$ cat config.mk
export PLATFORM = sky130hd
export DESIGN_NAME = led_arbiter
export DESIGN_NICKNAME = d
export VERILOG_FILES = /design/src/rtl/led_arbiter.sv
export SDC_FILE = /design/constraint.sdc
export NUM_CORES = 1
export LEC_CHECK = 0
export CAP_MARGIN = 30
export CORE_MARGIN = 4
export CORE_UTILIZATION = 55
export CTS_BUF_LIST = sky130_fd_sc_hd__clkbuf_16
export DETAILED_ROUTE_END_ITERATION = 7
export PLACE_DENSITY = 0.73
export SETUP_SLACK_MARGIN = 0.5
export SLEW_MARGIN = 5
export SYNTH_ARGS = -nofsm -noshare
export SYNTH_HDL_FRONTEND = slang
export SYNTH_SLANG_ARGS = --single-unit
$ cat constraint.sdc
create_clock -name CLK25MHZ -period 7.41 [get_ports CLK25MHZ]
set_clock_uncertainty 0.15 [all_clocks]
set_input_delay 1.482 -clock CLK25MHZ [delete_from_list [all_inputs] [get_ports CLK25MHZ]]
set_output_delay 1.482 -clock CLK25MHZ [all_outputs]
set_load 0.1 [all_outputs]
$ cat src/rtl/led_arbiter.sv
`default_nettype none
// ============================================================================
// Module   : led_arbiter
// Function : Round-robin owner of one shared LED with dwell limit and off-gap.
// Revision : 1.0 - initial release
// ============================================================================
module led_arbiter #(
   parameter int DWELL     = 25_000_000,
   parameter int GAP       = 2_500_000,
   parameter int SLOW_HALF = 6_250_000,
   parameter int FAST_HALF = 1_562_500
) (
   input  logic       CLK25MHZ,
   input  logic       ck_rst,
   input  logic [3:0] req,
   input  logic [7:0] mode,
   output logic       led,
   output logic [3:0] grant,
   output logic       busy
);

   localparam int c_half_max = (SLOW_HALF > FAST_HALF) ? SLOW_HALF : FAST_HALF;
   localparam int c_dw_w     = $clog2(DWELL + 1);
   localparam int c_gap_w    = $clog2(GAP + 1);
   localparam int c_bl_w     = $clog2(c_half_max + 1);

   localparam logic [c_dw_w-1:0]  c_dwell_last = c_dw_w'(DWELL - 1);
   localparam logic [c_gap_w-1:0] c_gap_last   = c_gap_w'(GAP - 1);
   localparam logic [c_bl_w-1:0]  c_slow_last  = c_bl_w'(SLOW_HALF - 1);
   localparam logic [c_bl_w-1:0]  c_fast_last  = c_bl_w'(FAST_HALF - 1);

   typedef enum logic [1:0] {
      S_IDLE  = 2'd0,
      S_GRANT = 2'd1,
      S_GAP   = 2'd2
   } state_t;

   state_t              r_state;
   logic [1:0]          r_rr_ptr;
   logic [1:0]          r_owner;
   logic [1:0]          r_mode;
   logic [c_dw_w-1:0]   r_dwell_cnt;
   logic [c_bl_w-1:0]   r_blink_cnt;
   logic                r_phase;
   logic [c_gap_w-1:0]  r_gap_cnt;

   state_t              w_state_nxt;
   logic [1:0]          w_rr_nxt;
   logic [1:0]          w_owner_nxt;
   logic [1:0]          w_mode_nxt;
   logic [c_dw_w-1:0]   w_dwell_nxt;
   logic [c_bl_w-1:0]   w_blink_nxt;
   logic                w_phase_nxt;
   logic [c_gap_w-1:0]  w_gap_nxt;
   logic                w_led_nxt;
   logic [3:0]          w_grant_nxt;
   logic                w_busy_nxt;

   logic [3:0]          w_rot;
   logic [1:0]          w_offset;
   logic [1:0]          w_winner;
   logic [1:0]          w_sel_mode;
   logic                w_any;
   logic [c_bl_w-1:0]   w_half_last;

   // Requests rotated so that bit 0 is the requester at rr_ptr.
   always_comb begin
      w_rot = 4'b0000;
      for (int i = 0; i < 4; i++) begin
         w_rot[i] = req[2'(r_rr_ptr + 2'(i))];
      end
      if (w_rot[0])      w_offset = 2'd0;
      else if (w_rot[1]) w_offset = 2'd1;
      else if (w_rot[2]) w_offset = 2'd2;
      else               w_offset = 2'd3;
   end

   assign w_any       = |req;
   assign w_winner    = r_rr_ptr + w_offset;
   assign w_sel_mode  = mode[{w_winner, 1'b0} +: 2];
   assign w_half_last = (r_mode == 2'd3) ? c_fast_last : c_slow_last;

   always_comb begin
      w_state_nxt = r_state;
      w_rr_nxt    = r_rr_ptr;
      w_owner_nxt = r_owner;
      w_mode_nxt  = r_mode;
      w_dwell_nxt = r_dwell_cnt;
      w_blink_nxt = r_blink_cnt;
      w_phase_nxt = r_phase;
      w_gap_nxt   = r_gap_cnt;

      case (r_state)
         S_IDLE: begin
            if (w_any) begin
               w_state_nxt = S_GRANT;
               w_owner_nxt = w_winner;
               w_mode_nxt  = w_sel_mode;
               w_dwell_nxt = '0;
               w_blink_nxt = '0;
               w_phase_nxt = 1'b1;
            end
         end
         S_GRANT: begin
            if ((r_dwell_cnt == c_dwell_last) || !req[r_owner]) begin
               w_state_nxt = S_GAP;
               w_gap_nxt   = '0;
               w_rr_nxt    = r_owner + 2'd1;
            end else begin
               w_dwell_nxt = r_dwell_cnt + 1'b1;
               if (r_mode[1]) begin
                  if (r_blink_cnt == w_half_last) begin
                     w_blink_nxt = '0;
                     w_phase_nxt = ~r_phase;
                  end else begin
                     w_blink_nxt = r_blink_cnt + 1'b1;
                  end
               end
            end
         end
         S_GAP: begin
            // The end of the gap doubles as the IDLE arbitration cycle.
            if (r_gap_cnt == c_gap_last) begin
               if (w_any) begin
                  w_state_nxt = S_GRANT;
                  w_owner_nxt = w_winner;
                  w_mode_nxt  = w_sel_mode;
                  w_dwell_nxt = '0;
                  w_blink_nxt = '0;
                  w_phase_nxt = 1'b1;
               end else begin
                  w_state_nxt = S_IDLE;
               end
            end else begin
               w_gap_nxt = r_gap_cnt + 1'b1;
            end
         end
         default: w_state_nxt = S_IDLE;
      endcase

      w_busy_nxt  = (w_state_nxt != S_IDLE);
      w_grant_nxt = (w_state_nxt == S_GRANT) ? (4'b0001 << w_owner_nxt) : 4'b0000;
      w_led_nxt   = (w_state_nxt == S_GRANT) &&
                    ((w_mode_nxt == 2'd1) || (w_mode_nxt[1] && w_phase_nxt));
   end

   always_ff @(posedge CLK25MHZ) begin
      if (!ck_rst) begin
         r_state     <= S_IDLE;
         r_rr_ptr    <= 2'd0;
         r_owner     <= 2'd0;
         r_mode      <= 2'd0;
         r_dwell_cnt <= '0;
         r_blink_cnt <= '0;
         r_phase     <= 1'b0;
         r_gap_cnt   <= '0;
         led         <= 1'b0;
         grant       <= 4'b0000;
         busy        <= 1'b0;
      end else begin
         r_state     <= w_state_nxt;
         r_rr_ptr    <= w_rr_nxt;
         r_owner     <= w_owner_nxt;
         r_mode      <= w_mode_nxt;
         r_dwell_cnt <= w_dwell_nxt;
         r_blink_cnt <= w_blink_nxt;
         r_phase     <= w_phase_nxt;
         r_gap_cnt   <= w_gap_nxt;
         led         <= w_led_nxt;
         grant       <= w_grant_nxt;
         busy        <= w_busy_nxt;
      end
   end

endmodule
`default_nettype wire

==> flow_metrics.tcl <==
set metrics [dict create \
    fin_crit_sh_pct 65.9 \
    maxSlewHeadroom_pct 35.0 \
    cts_max_level 3 \
    synth_top_area_share_pct 33.9 \
    max_freq_mhz 205 \
    setup_viol 0 \
    cts_inserted_buffers 9 \
    portBuffers 19 \
    p_seq_share_pct 40.3 \
    postRouteAntennaNets 0 \
    crit_chain "clkdlybuf4s50_1, nor4_1, or4_1, o21a_1, nand2_1, or2_2, mux2i_1" \
    worstReg2RegEnd "led" \
    gp_routability_congestion 0.817 \
    cts.repair.resized 0 \
    drive_gt1_share_pct 6.95 \
    core_sq_mm 0.00881 \
    layout_commonest_cell "dfxtp_1" \
    critPathMaxFanout 28 \
    synth_seq_area_share_pct 33.9 \
    swShare_pct 34.2 \
    leakage_nw 1.67 \
    via_count 4699 \
    wl_microns 11500 \
    fillCellCount 773 \
    grt_overflow_total 0 \
    cts_setup_buffers 0 \
    num_rows 34 \
    ys_warn_count 0 \
    p_clk_share_pct 34.4 \
    drt-vias-per-instance 6.46 \
    clkSinkCount 85 \
    start_util_pct 56.9 \
    ff2ff_path_depth 9 \
    min_to "r_dwell_cnt[19]" \
    yosysTopAreaCell "dfxtp_1" \
    pwr-share-comb_pct 25.3 \
    grt_max_degree 47 \
    synth_area_leaders "dfxtp_1 34%, a21oi_1 5.0%, nand3_1 3.6%" \
    hp-class "reg -> reg" \
    drc 0 \
    worstHoldStart "r_dwell_cnt[19]" \
    clk_pin_slew_ns 0.06 \
    timing.rr.start "r_rr_ptr[1]" \
    slew_viol_final 0 \
    antenna_found_initial 0 \
    syn_area_per_cell_sq_um 8.10 \
    dp_hpwl_microns 7900 \
    cellPowerDensity_mw_per_mm2 233 \
    worst_ep_arrival_time_ns 5.00 \
    run_status "completed" \
    vdd_ir_drop_max_v 0.000158 \
    slowest_delay_ns 0.73 \
    finalHoldViolCount 0 \
    power_w 0.00128 \
    place_inst 709 \
    min_period_ns 4.89 \
    tightest_slew_ns 0.973 \
    synth_cell_types 69 \
    antenna_cells 0 \
    netlist_area_sq_mm 0.00501 \
    crit_path_start_kind "primary input" \
    cts_tree "yes" \
    clockBufferDepth 2 \
    grt_pass1_vias 4334 \
    finish.utilization_pct 62.3 \
    drtPass1Iterations 4 \
    die_width_microns 103 \
    critical-path-slowest-cell "o21a_1" \
    ctsRootBufferMaster "clkbuf_16" \
    grt_pass1_wl_microns 19900 \
    die-area_sq_mm 0.0107 \
    holdPathStages 2 \
    synthFlopType "dfxtp_1" \
    cts-hold-fix-buffers 0 \
    power_switching_w 0.000438 \
    nets 632 \
    worstSetupEndpointType "register" \
    die_h_microns 103 \
    critPathKind "in -> reg" \
    wl_per_cell_microns 15.8 \
    clk_latency_ns 0.34 \
    stdcell_count 727 \
    final_cell_mix "85 x dfxtp_1, 50 x a21oi_1, 44 x nor2_1" \
    rrSetupSlack_ns 3.85 \
    setup-tns-final_ns 0 \
    initialDrtViolationCount 178 \
    synth_edf_count 0 \
    rsz0062_at_grt "no" \
    cp.required_ns 7.53 \
    syn_nets 637 \
    ys_ff_latch 85 \
    io_pins 20 \
    syn2layout_area_growth_pct 9.36 \
    max_cap_violations 0 \
    power.internal_w 0.000842 \
    synth_cells 619 \
    synthArstFlopShare_pct 0 \
    grtUsageTotal_pct 22.7 \
]
-- synth_stat cells, types with 5 or more instances --
library cell / count
inv_1: 18
nand3_1: 36
nand4_1: 25
and4_1: 6
nor3_1: 14
nor2_1: 44
nand3b_1: 11
and3_1: 14
or4_1: 20
nor4b_1: 9
buf_2: 12
or2_2: 7
o31ai_1: 20
dfxtp_1: 85
o21ai_0: 25
and2_1: 7
a21oi_1: 50
xnor2_1: 16
a311oi_1: 8
nand2b_1: 5
a2bb2oi_1: 9
mux2i_1: 8
or3_1: 25
a211oi_1: 12
clkbuf_1: 18
nand2_1: 42
-- power by group through the flow --
stage	sequential, W	clock, W	combinational [W]
global route	0.000521	0.000470	0.000354
floorplan	0.000561	0	0.000220
CTS	0.000516	0.000449	0.000322
detailed placement	0.000525	0	0.000322
global placement	0.000523	0	0.000316
finish	0.000516	0.000441	0.000324
-- how the worst max path moves through the flow --
| stage | from | end | cells past startpoint |
|---|---|---|---|
| after global placement | req[1] | r_dwell_cnt[19] | 7 |
| after floorplan | req[1] | led | 14 |
| after detailed placement | req[3] | r_dwell_cnt[9] | 7 |
| after global routing | req[1] | r_dwell_cnt[23] | 7 |
| final | req[3] | r_dwell_cnt[9] | 7 |
| after CTS | req[3] | r_dwell_cnt[9] | 7 |
-- stage by stage --
step / instance area, sq um / worst slack [ns] / hold slack [ns]
final: 5480 / 2.52 / 0.337
after global routing: 5480 / 2.09 / 0.345
after CTS: 5470 / 2.52 / 0.338
after detailed placement: 5180 / 2.16 / 0.328
after global placement: 5180 / 2.29 / 0.317
after floorplan: 5010 / 3.35 / 0.288
-- logic make-up (layout without fill, tap and decap cells) --
group                    count (synthesis)  in the layout  synth area share, %
multiplexers                            11             11                 2.50
AND/OR/NAND/NOR                        285            285                 32.7
XOR/XNOR                                18             18                 3.14
flip-flops                              85             85                 33.9
AO/OA/AOI/OAI                          158            158                 21.6
buffers and inverters                   58             58                 5.16
adder cells (fa/ha/maj)                  4              4                0.998
-- flip-flops by register name (all words and copies together) (netlist names) --
signal / cells
led: 1
r_mode: 2
r_phase: 1
r_owner: 2
grant: 4
r_blink_cnt: 23
r_state: 2
r_dwell_cnt: 25
r_rr_ptr: 2
r_gap_cnt: 22
busy: 1
-- per-layer routing --
| metal | wire length, microns | track usage [%] | part of all wire (%) | vias to the layer above |
|---|---|---|---|---|
| met5 | 0 | 0 | 0 | - |
| met4 | 184 | 7.37 | 1.6 | 0 |
| met3 | 425 | 5.10 | 3.7 | 18 |
| met2 | 5560 | 36.8 | 48 | 86 |
| met1 | 5310 | 30.1 | 46 | 2256 |
| li1 | - | - | - | 2339 |
-- worst max-delay path, delay by kind of cell --
kind / cells / cell delay [ns]
buffers and inverters: 1 / 0.68
AOI/OAI and AO/OA: 1 / 0.73
and+or+nand+nor: 4 / 1.97
muxes: 1 / 0.13
-- area by class of cell --
class,instances,area [sq um],share of cell area (%)
Multi-Input combinational cell,476,3060,55.8
Sequential cell,85,1700,31.0
Clock buffer,9,225,4.11
Timing Repair Buffer,24,228,4.15
Tap cell,108,135,2.46
Inverter,18,67.6,1.23
Clock inverter,7,66.3,1.21
(Power assumes the default switching activity.)
